## src/rtl/rf_arb_pkg.sv

```systemverilog
// Shared types and defaults for the register-file writeback arbiter.
// Optional statistics counters in the top are enabled with RF_ARB_STATS_EN.
package rf_arb_pkg;
  localparam int NBITS = 32;
  localparam int NREG  = 32;
  localparam int AW    = $clog2(NREG);

  typedef struct packed {
    logic          valid;
    logic [AW-1:0] addr;
    logic [NBITS-1:0] data;
  } wb_req_t;

  // Round-robin pointer: which requester wins the next two-way conflict.
  typedef enum logic {
    RR_REQ0 = 1'b0,
    RR_REQ1 = 1'b1
  } rr_state_t;

  function automatic logic [15:0] sat_inc16(input logic [15:0] v);
    return (v == 16'hFFFF) ? v : v + 16'd1;
  endfunction
endpackage

```

## src/rtl/regfile_wr_arbiter_if.sv

```systemverilog
// Writeback request channels (ALU = req0, LSU = req1) and register-file write port.
// Handshake: a request transfers on a cycle where reqN_valid & reqN_ready; ready never waits on a transfer.
interface regfile_wr_arbiter_if
  import rf_arb_pkg::*;
#(
  parameter int nbits      = NBITS,
  parameter int nregisters = NREG
);
  localparam int aw = $clog2(nregisters);

  logic             req0_valid;
  logic [aw-1:0]    req0_addr;
  logic [nbits-1:0] req0_data;
  logic             req0_ready;
  logic             req1_valid;
  logic [aw-1:0]    req1_addr;
  logic [nbits-1:0] req1_data;
  logic             req1_ready;
  logic             wr;
  logic [aw-1:0]    add_wr;
  logic [nbits-1:0] datain;

  modport slave (
    input  req0_valid, req0_addr, req0_data,
    input  req1_valid, req1_addr, req1_data,
    output req0_ready, req1_ready,
    output wr, add_wr, datain
  );

  modport master (
    output req0_valid, req0_addr, req0_data,
    output req1_valid, req1_addr, req1_data,
    input  req0_ready, req1_ready,
    input  wr, add_wr, datain
  );
endinterface

```

## src/rtl/rr_arbiter2.sv

```systemverilog
// Two-way round-robin arbiter: combinational grant, pointer advances only on a grant.
module rr_arbiter2
  import rf_arb_pkg::*;
(
  input  logic       clk,
  input  logic       rst,
  input  logic [1:0] req,
  input  logic       stall,
  output logic [1:0] gnt,
  output rr_state_t  rr_state
);
  rr_state_t rr_next;

  always_ff @(posedge clk or posedge rst) begin
    if (rst) rr_state <= RR_REQ0;
    else     rr_state <= rr_next;
  end

  always_comb begin
    gnt     = 2'b00;
    rr_next = rr_state;
    // Reset gates the grant so nothing is accepted in the cycle reset rises.
    if (!stall && !rst) begin
      if (req == 2'b11) gnt = (rr_state == RR_REQ0) ? 2'b01 : 2'b10;
      else              gnt = req;
      if (gnt[0])      rr_next = RR_REQ1;
      else if (gnt[1]) rr_next = RR_REQ0;
    end
  end
endmodule

```

## src/rtl/regfile_wr_arbiter.sv

```systemverilog
// Arbitrates ALU/LSU writebacks onto one register-file write port, one cycle latency.
// Define RF_ARB_STATS_EN to add saturating grant/conflict counters.
module regfile_wr_arbiter
  import rf_arb_pkg::*;
#(
  parameter int nbits      = NBITS,
  parameter int nregisters = NREG
)(
  input  logic                 clk,
  input  logic                 rst,
  input  logic                 stall,
  regfile_wr_arbiter_if.slave  bus,
  output rr_state_t            rr_dbg
`ifdef RF_ARB_STATS_EN
  ,
  output logic [15:0]          grant_cnt0,
  output logic [15:0]          grant_cnt1,
  output logic [15:0]          conflict_cnt
`endif
);
  localparam int aw = $clog2(nregisters);

  logic [1:0]       gnt;
  logic [aw-1:0]    sel_addr;
  logic [nbits-1:0] sel_data;

  rr_arbiter2 u_rr (
    .clk      (clk),
    .rst      (rst),
    .req      ({bus.req1_valid, bus.req0_valid}),
    .stall    (stall),
    .gnt      (gnt),
    .rr_state (rr_dbg)
  );

  assign bus.req0_ready = gnt[0];
  assign bus.req1_ready = gnt[1];

  always_comb begin
    sel_addr = bus.req0_addr;
    sel_data = bus.req0_data;
    if (gnt[1]) begin
      sel_addr = bus.req1_addr;
      sel_data = bus.req1_data;
    end
  end

  // Register x0 is hardwired: its writes are accepted but never strobed.
  always_ff @(posedge clk or posedge rst) begin
    if (rst) begin
      bus.wr     <= 1'b0;
      bus.add_wr <= '0;
      bus.datain <= '0;
    end else if (|gnt) begin
      bus.wr     <= (sel_addr != '0);
      bus.add_wr <= sel_addr;
      bus.datain <= sel_data;
    end else begin
      bus.wr     <= 1'b0;
    end
  end

`ifdef RF_ARB_STATS_EN
  always_ff @(posedge clk or posedge rst) begin
    if (rst) begin
      grant_cnt0   <= '0;
      grant_cnt1   <= '0;
      conflict_cnt <= '0;
    end else begin
      if (gnt[0]) grant_cnt0 <= sat_inc16(grant_cnt0);
      if (gnt[1]) grant_cnt1 <= sat_inc16(grant_cnt1);
      if (bus.req0_valid && bus.req1_valid && !stall)
        conflict_cnt <= sat_inc16(conflict_cnt);
    end
  end
`endif
endmodule

```

## src/flat_wrapper.sv

```systemverilog
// flat-port wrapper written by rule: the top's interface ports become plain ports
module regfile_wr_arbiter_flat import rf_arb_pkg::*;
#(
  parameter int nbits      = NBITS,
  parameter int nregisters = NREG
)
  (clk, rst, stall, rr_dbg, bus_req0_valid, bus_req0_addr, bus_req0_data, bus_req1_valid, bus_req1_addr, bus_req1_data, bus_req0_ready, bus_req1_ready, bus_wr, bus_add_wr, bus_datain);
  regfile_wr_arbiter_if #(.nbits(nbits), .nregisters(nregisters)) bus_i ();
  input  logic clk;
  input  logic rst;
  input  logic stall;
  output rr_state_t rr_dbg;
  input wire logic [$bits(bus_i.req0_valid)-1:0] bus_req0_valid;
  input wire logic [$bits(bus_i.req0_addr)-1:0] bus_req0_addr;
  input wire logic [$bits(bus_i.req0_data)-1:0] bus_req0_data;
  input wire logic [$bits(bus_i.req1_valid)-1:0] bus_req1_valid;
  input wire logic [$bits(bus_i.req1_addr)-1:0] bus_req1_addr;
  input wire logic [$bits(bus_i.req1_data)-1:0] bus_req1_data;
  output wire logic [$bits(bus_i.req0_ready)-1:0] bus_req0_ready;
  output wire logic [$bits(bus_i.req1_ready)-1:0] bus_req1_ready;
  output wire logic [$bits(bus_i.wr)-1:0] bus_wr;
  output wire logic [$bits(bus_i.add_wr)-1:0] bus_add_wr;
  output wire logic [$bits(bus_i.datain)-1:0] bus_datain;
  assign bus_i.req0_valid = bus_req0_valid;
  assign bus_i.req0_addr = bus_req0_addr;
  assign bus_i.req0_data = bus_req0_data;
  assign bus_i.req1_valid = bus_req1_valid;
  assign bus_i.req1_addr = bus_req1_addr;
  assign bus_i.req1_data = bus_req1_data;
  assign bus_req0_ready = bus_i.req0_ready;
  assign bus_req1_ready = bus_i.req1_ready;
  assign bus_wr = bus_i.wr;
  assign bus_add_wr = bus_i.add_wr;
  assign bus_datain = bus_i.datain;
  regfile_wr_arbiter #(.nbits(nbits), .nregisters(nregisters)) u_core (.clk(clk), .rst(rst), .stall(stall), .bus(bus_i), .rr_dbg(rr_dbg));
endmodule
```

## config.mk

```make
export PLATFORM = sky130hd
export DESIGN_NAME = regfile_wr_arbiter_flat
export DESIGN_NICKNAME = d
export VERILOG_FILES = /design/src/rtl/rf_arb_pkg.sv /design/src/rtl/regfile_wr_arbiter_if.sv /design/src/rtl/rr_arbiter2.sv /design/src/rtl/regfile_wr_arbiter.sv /design/src/flat_wrapper.sv
export SDC_FILE = /design/constraint.sdc
export NUM_CORES = 1
export LEC_CHECK = 0
export CAP_MARGIN = 40
export CORE_MARGIN = 5
export CORE_UTILIZATION = 35
export CTS_BUF_LIST = sky130_fd_sc_hd__clkbuf_4 sky130_fd_sc_hd__clkbuf_8 sky130_fd_sc_hd__clkbuf_16
export DETAILED_ROUTE_END_ITERATION = 8
export DONT_BUFFER_PORTS = 1
export GPL_TIMING_DRIVEN = 0
export PLACE_DENSITY = 0.6
export SLEW_MARGIN = 25
export SYNTH_ARGS = -nofsm -noshare
export SYNTH_HDL_FRONTEND = slang
export SYNTH_SLANG_ARGS = --single-unit
```

## constraint.sdc

```tcl
create_clock -name clk -period 3.65 [get_ports clk]
set_input_delay 0.5475 -clock clk [delete_from_list [all_inputs] [get_ports clk]]
set_output_delay 0.5475 -clock clk [all_outputs]
set_load 0.01 [all_outputs]
```

* After elaboration in Yosys (flattened, before gate mapping)
Index checks and enable logic that the tools add are counted.
** Word-level totals
- Flip-flop bits (word level) :: 39
- Output and inout bits :: 41
** Operators by class
- Equal/unequal tests :: 1
- Multiplexer cells :: 9
- Reductions and logical operators :: 7
** Operators with widths (number)
- 32-bit 2-to-1 mux :: 1
- 2-bit 2-to-1 mux :: 4
- 5-bit 2-to-1 mux :: 1
- 5-bit nonzero test :: 1
- 1-bit 2-to-1 mux :: 3
- 2-bit == test (second input constant) :: 1
- 1-bit logical NOT :: 2
- 2-bit AND reduction :: 1
- 2-bit nonzero test :: 1
- 2-bit OR reduction :: 1
- 1-bit logical AND :: 1

* Depth between registers and ports, before layout
Gate-level depths: netlist of run 1.
- Word-level depth :: 7
- Mapped depth :: 6

* Modules after synthesis
A second synthesis of run 1 with hierarchy kept.
** Unflattened totals
- Cells, all modules :: 175
- Area, all modules :: 1821.7 µm²
** By module, submodules not included
- regfile_wr_arbiter :: times used 1, cells each 167, area an instance 1750.4 µm², seq. area each 950.9 µm²
- rr_arbiter2 :: times used 1, cells each 8, area an instance 71.3 µm², seq. area each 25.0 µm²

* Worst setup path before layout of run 1
OpenSTA, ideal clock, no wires.
- Path kind :: input-to-output
- Start point :: in rst
- End point :: out bus_req0_ready
- Arrival :: 1.406 ns
- Required time :: 3.102 ns
- Setup slack :: 1.697 ns
- Stages on the path :: 4
- Buffers on the path :: 2
- Cells stage by stage :: or2_1 -> buf_6 -> a211oi_2 -> buf_2
** On the way
- Cells in the longest elaborated chain, start to end :: 3
** RTL lines
- start, declared :: line flat_wrapper.sv:10 : input logic rst;
- 1-bit logical NOT (no source line)
- 1-bit logical AND :: line rr_arbiter2.sv:23 : if (!stall && !rst) begin
- 2-bit 2-to-1 mux :: line rr_arbiter2.sv:23
- end, declared :: line flat_wrapper.sv:19 : output wire logic [$bits(bus_i.req0_ready)-1:0] bus_req0_ready;
Every way passes these cells.

* Final worst setup path of run 1
- Start point :: reg u_core.u_rr.rr_state
- End point :: out bus_req0_ready
** On the way
- Cells in the longest elaborated chain, start to end :: 4
** RTL lines
- start, declared :: line rr_arbiter2.sv:10 : output rr_state_t rr_state
- start signal, assigned :: line rr_arbiter2.sv:16 : else rr_state <= rr_next;
- 2-bit 2-to-1 mux (2 in a row) :: line rr_arbiter2.sv:24 : if (req == 2'b11) gnt = (rr_state == RR_REQ0) ? 2'b01 : 2'b10;
- 2-bit 2-to-1 mux (2 in a row) :: line rr_arbiter2.sv:23
Every way passes these cells. The select of a mux whose other input is x is not followed.

==> results of run 1 <==
-- registers in the layout, indices dropped and copies added (netlist names) --
signal                flops
u_core.bus.add_wr         5
u_core.bus.datain        32
u_core.bus.wr             1
u_core.u_rr.rr_state      1
-- cells by family after synthesis --
kind of cell	share of synthesized area
AO/OA/AOI/OAI	0.2296
AND/OR/NAND/NOR	0.1646
flip-flops	0.5394
buffers and inverters	0.06639
-- final cells by class --
class / count / area [sq um]
Clock buffer: 6 / 76.32
Sequential cell: 39 / 975.9
Clock inverter: 1 / 30.03
Timing Repair Buffer: 1 / 27.53
Buffer: 16 / 93.84
Tap cell: 70 / 87.58
Fill cell: 521 / 3044
Inverter: 7 / 26.28
Multi-Input combinational cell: 94 / 713.2
-- worst max path at each step --
stage                                                 from        endpoint  slack, ns
after floorplan                                        rst  bus_req0_ready       1.70
after global placement                                 rst  bus_req0_ready       1.49
after detailed placement                               rst  bus_req0_ready       1.47
after CTS                 u_core.u_rr.rr_state$_DFFE_PP0P_  bus_req0_ready       1.31
after global routing      u_core.u_rr.rr_state$_DFFE_PP0P_  bus_req0_ready       1.20
final                     u_core.u_rr.rr_state$_DFFE_PP0P_  bus_req0_ready       1.36
-- power breakdown --
part / internal, W / total [W] / switching, W
clock network: 0.000208 / 0.000352 / 0.000144
logic: 0.0000847 / 0.000164 / 0.0000791
registers: 0.000515 / 0.000623 / 0.000107
total: 0.000808 / 0.00114 / 0.000330
-- stage by stage --
stage | util | setup WS, ns
2_1_floorplan | - | 1.697
3_3_place_gp | 0.3738 | 1.493
3_5_place_dp | 0.3792 | 1.470
4_1_cts | 0.4001 | 1.313
5_1_grt | 0.4001 | 1.198
6_report | 0.4001 | 1.364
-- placed cells by master (no fill, tap or decap) --
cell | netlist | routed
a221o_1 | 32 | 32
or3b_2 | 1 | 1
a311oi_1 | 1 | 1
o21ai_0 | 6 | 6
nand3_1 | 5 | 5
nor3b_1 | 1 | 1
or4_1 | 1 | 1
clkbuf_8 | 0 | 5
nand2_1 | 2 | 2
buf_2 | 3 | 3
buf_16 | 0 | 1
o311ai_0 | 5 | 5
inv_1 | 7 | 6
and3_1 | 32 | 32
inv_2 | 0 | 1
clkbuf_1 | 9 | 9
a211oi_2 | 1 | 1
bufinv_16 | 0 | 1
nand2b_1 | 1 | 1
nor4_1 | 2 | 2
clkbuf_4 | 0 | 1
nor2_1 | 1 | 1
dfrtp_1 | 39 | 39
nor2b_1 | 1 | 1
buf_6 | 4 | 4
or2_1 | 2 | 2
-- metal layers --
metal  vias to the layer above  routed length (um)
li1                        629                   -
met1                       708                2084
met2                        91                2772
met3                        12                 704
met4                         0                 120
met5                         -                   0
==> results.md, run 1 <==
- Status: finished, final reports clean
- Syn Std Cell Area: around 1800 sq um
- Total grt overflow: 0
- Post-Syn Nets: around 240
- Clock Sinks: 39
- Final wirelength: around 5.7 mm
- Largest net degree at the start of global routing: 21
- GRT met3 Usage: 0.06798
- Top_reg_cell synth: dfrtp_1
- Vias in the first global route: roughly 1700
- Peak fanout along the critical path: 10
- Syn Inst Count: 156
- Max incr delay on CP: around 0.45 ns
- PortBufs: 0
- Clk_skew: 0.005131 ns
- CP endpoint kind: primary output
- Seq/Total Area, Yosys: 0.5394
- Rel. slew slack: 0.6779
- Core Area: around 5100 sq um
- Boundary pin count: 120
- Placed instance area: roughly 1900 sq um
- Die ar.: around 6700 sq um
- Inserted Diodes: 0
- Clock Path Buffers: 2
- Worst r2r src: u_core.u_rr.rr_state$_DFFE_PP0P_
- GPL Wtd Cong: between 0.7 and 0.8
- R2R depth: 5
- Die extent in x: 81.90 um
- Post-synth EDFFs: 0
- Final setup viols: 0
- Detail Placement HPWL: about 4.5 mm
- Total of max-cap violations: 0
- Clk slew on worst S/H paths: 0.08 ns
- Routing usage on met1: 0.1867
- Netlist cell types: 21
- Tcrit/Tclk final: 0.6264
- First-pass GRT wire length: 8.445 mm
- Hold slack: between 0.15 and 0.2 ns
- Worst path arrival time: ~1.7 ns
- Power Density: 560.5 nW/um^2
- Post-Layout Cell Count: between 200 and 250
- Worst slew pin tran: about 0.48 ns
- Initial DRC Count: just under 70
- Final Hold Violating Endpoints: 0
- Number of setup buffers added after CTS: 0
- WL/cell: about 24 um
- Vias: 1440
- Root Driver: clkbuf_8
- CP Buf/Inv Count: 1
- GRT Overall Usage: 0.1684
- Worst path required time: 3.10 ns
- 1st-pass router iterations: 4
- Fin Setup TNS: 0 ns
- RSZ-0062 raised after global routing: no
- Most common cell in the netlist: dfrtp_1
- Startpoint Class: flip-flop
- Post-route DRC: 0
- Clk_lat worst skew: 0.28 ns
- Post-synth top cells: 39 x dfrtp_1, 32 x a221o_1, 32 x and3_1
- Initial Util: 0.3565
- Max frequency: about 0.44 GHz
- Remaining antenna violation count: 0
- Worst VDD drop: ~0.19 mV
- Cell taking the most area after synthesis: dfrtp_1
- Initial antenna violation count: 0
- Die Span Y: slightly above 80 um
- Static Leak: a little under 1 nW
- GRT Max-Usage Layer: met2
- Minimum clock period: roughly 2.3 ns
- Hold WC Path Type: input port to asynchronous set/reset pin
- Reg2reg setup slack: between 1.5 and 2 ns
- CP Depth: 3
- Crit path kind: flip-flop to primary output
- Cts hold-fix bufs: 0
- Cts repair resizes: 0
- H-Tree Level Count: 2
- Crit-path cells: nand2b_1 > a211oi_2 > buf_2
- Final instance area: 2031 sq um
- Area share of the largest cell type after synthesis: 0.5394
- CTS tree: yes
- Largest delay share family, worst path: flip-flops
- Layout cells sized above 1: 0.1098
- Seq cells post-synth: 39
- CTS buffer count: 5
- Post-Syn Area per Cell: between 10 and 15 sq um
- Slowest CP cell: dfrtp_1
- Vias/cell: just over 6
- Worst reg2reg endpoint: u_core.bus.datain[2]$_DFFE_PP0P_
- Dpl cells: about 230
- Tot Pwr: 0.001138 W
- Final Slew Violations: 0
- Nets: 243
- Ys async rst share: 1.000
- Met2 Use GR: 0.2843
- Rows: 26
- Layout area overhead: 12.24%
- Synth area leaders: dfrtp_1 54%, a221o_1 18%, and3_1 11%, buf_6 2.5%, o311ai_0 2.4%
- Synth warnings: 0
Note: power is estimated with default switching activity, not from simulation.
==> run 2: changes to the inputs <==
PLACE_DENSITY = 0.62   (was 0.6)
clock period = 2.1 ns   (was 3.65 ns; I/O delays follow)
==> results.md, run 2 (synthesis gave the netlist of run 1 again) <==
- Peak fanout along the critical path: 10 (unchanged)
- Pre-CTS WS: 0.2681 ns (was 1.470 ns)
- Core Area: 5075 sq um (unchanged)
- Fin Setup TNS: 0 ns (unchanged)
- RSZ-0062 raised after global routing: no (unchanged)
- Static Leak: 0.9820 nW (was 0.9700 nW)
- Initial DRC Count: 52 (was 68)
- Worst path required time: 1.78 ns (was 3.10 ns)
- H-Tree Level Count: 2 (unchanged)
- Clock Sinks: 39 (unchanged)
- Clock Path Buffers: 2 (unchanged)
- Layout area overhead: 13.14% (was 12.24%)
- Initial antenna violation count: 0 (unchanged)
- Total of max-cap violations: 0 (unchanged)
- Worst path arrival time: 1.58 ns (was 1.74 ns)
- Final WS setup: 0.2079 ns (was 1.364 ns)
- CTS buffer count: 5 (unchanged)
- Status: finished, final reports clean (unchanged)
- Max frequency: approximately 0.53 GHz
- Post-route DRC: 0 (unchanged)
- Vias in the first global route: 1574 (was 1671)
- First-pass GRT wire length: 8.280 mm (was 8.445 mm)
- Most flop-heavy register: u_core.bus.datain (unchanged)
- GRT Overall Usage: 0.1672 (was 0.1684)
- 1st-pass router iterations: 4 (unchanged)
- Final Hold Violating Endpoints: 0 (unchanged)
- Clk_skew: 0.004027 ns (was 0.005131 ns)
- Clk_lat worst skew: 0.28 ns (about the same)
- Boundary pin count: 120 (unchanged)
- Inserted Diodes: 0 (unchanged)
- PortBufs: 0 (unchanged)
- Flip-flop count of the largest register after layout: 32 (unchanged)
- Die Span Y: 81.90 um (unchanged)
- Initial Util: 0.3565 (unchanged)
- Final setup viols: 0 (unchanged)
- Hold WC Path Type: input port to flip-flop (was input port to asynchronous set/reset pin)
- Nets: 246 (was 243)
- CTS tree: yes (unchanged)
- Tcrit/Tclk final: 0.9010
- Layout cells sized above 1: 0.1310 (was 0.1098)
- Root Driver: clkbuf_8 (unchanged)
- Worst slew pin tran: 0.5462 ns (was 0.4824 ns)
- Vias/cell: 6.097 (was 6.154)
- Final wirelength: 5.512 mm (was 5.681 mm)
- Crit path kind: flip-flop to primary output (unchanged)
- Largest net degree at the start of global routing: 21 (unchanged)
- Minimum clock period: approximately 1.9 ns
- WL/cell: 23.16 um (was 24.28 um)
- Die ar.: 6707 sq um (unchanged)
- Worst VDD drop: 0.3006 mV (was 0.1909 mV)
- Final Slew Violations: 0 (unchanged)
- GPL Wtd Cong: 0.7713 (was 0.7863)
- Total grt overflow: 0 (unchanged)
- Startpoint Class: flip-flop (unchanged)
- Vias: 1451 (was 1440)
- Detail Placement HPWL: 4.406 mm (was 4.496 mm)
- CP endpoint kind: primary output (unchanged)
- Die extent in x: 81.90 um (unchanged)
- Commonest cells after routing, fill and taps aside: 39 x dfrtp_1, 32 x and3_1, 32 x a221o_1 (unchanged)
- Power Density: 916.5 nW/um^2 (was 560.5 nW/um^2)
- Remaining antenna violation count: 0 (unchanged)
- Largest registers: u_core.bus.datain: 32 flops, u_core.bus.add_wr: 5 flops (unchanged)
- Rel. slew slack: 0.6345 (was 0.6779)
- Rows: 26 (unchanged)
- Clk slew on worst S/H paths: 0.07 ns (was 0.08 ns)
- Most common cell after layout, fill and taps aside: dfrtp_1 (unchanged)
run 2: critical path, cell delays in order (launching register included):
cell	delay [ns]
dfrtp_1	0.44
nand2b_1	0.25
clkbuf_2	0.27
nand2_1	0.10
inv_1	0.23
run 2: stage by stage:
stage	instance area [sq um]	cells	hold WS, ns	total power (W)	utilization
finish	2047	238	0.1679	0.001876	0.4034
global route	2047	238	0.1550	0.001971	0.4034
CTS	2031	236	0.1637	0.001898	0.4001
detailed placement	1924	227	0.2390	0.001388	0.3792
global placement	1897	226	0.4616	0.001359	0.3738
floorplan	1809	156	0.4599	0.001279	-
run 2: worst paths after layout:
path | from | endpoint | cells after the start | slack [ns]
max | u_core.u_rr.rr_state$_DFFE_PP0P_ | bus_req1_ready | 4 | 0.21
max in group asynchronous | rst | u_core.bus.datain[16]$_DFFE_PP0P_ | 3 | 1.13
max reg2reg | u_core.u_rr.rr_state$_DFFE_PP0P_ | u_core.bus.datain[2]$_DFFE_PP0P_ | 5 | 0.31
min reg2reg | u_core.bus.datain[21]$_DFFE_PP0P_ | u_core.bus.datain[21]$_DFFE_PP0P_ | 1 | 0.59
min in group asynchronous | rst | u_core.bus.add_wr[4]$_DFFE_PP0P_ | 2 | 0.50
min | bus_req0_data[8] | u_core.bus.datain[8]$_DFFE_PP0P_ | 1 | 0.17
run 2: per-layer routing:
layer	track usage	routed length, um	vias up
met5	0	0	-
met3	0.08333	728	6
met4	0.03488	45	0
met2	0.2924	2647	94
li1	-	-	638
met1	0.1816	2092	713
run 2: what timing repair did:
item	4_1_cts	5_1_grt
gates resized for setup	1	2
hold endpoints to repair	19	0
endpoints found under the setup margin	1	2
hold buffers	1	0
setup buffers	0	2
pin swaps	0	1
gates cloned	0	0
run 2: power breakdown:
part / leakage [nW] / switching (W) / total (W) / internal (W)
logic: 0.454 / 0.000142 / 0.000294 / 0.000152
registers: 0.479 / 0.000184 / 0.00108 / 0.000896
clock network: 0.0491 / 0.000243 / 0.000502 / 0.000259
run 2: area by class of cell:
cell class              instances  area [sq um]
fillers                       512          3028
flip-flops and latches         39         975.9
multi-input cells              94         720.7
plain buffers                  16         95.09
well taps                      70         87.58
clock buffers                   7         83.83
repair buffers                  4         52.55
inverters                       7         26.28
clock inverters                 1         5.005
==> run 3: changes to the inputs <==
GPL_ROUTABILITY_DRIVEN = 1   (was not set)
==> results of run 3 <==
Same layout as run 2: the final DEF is identical, and so are final timing and power.
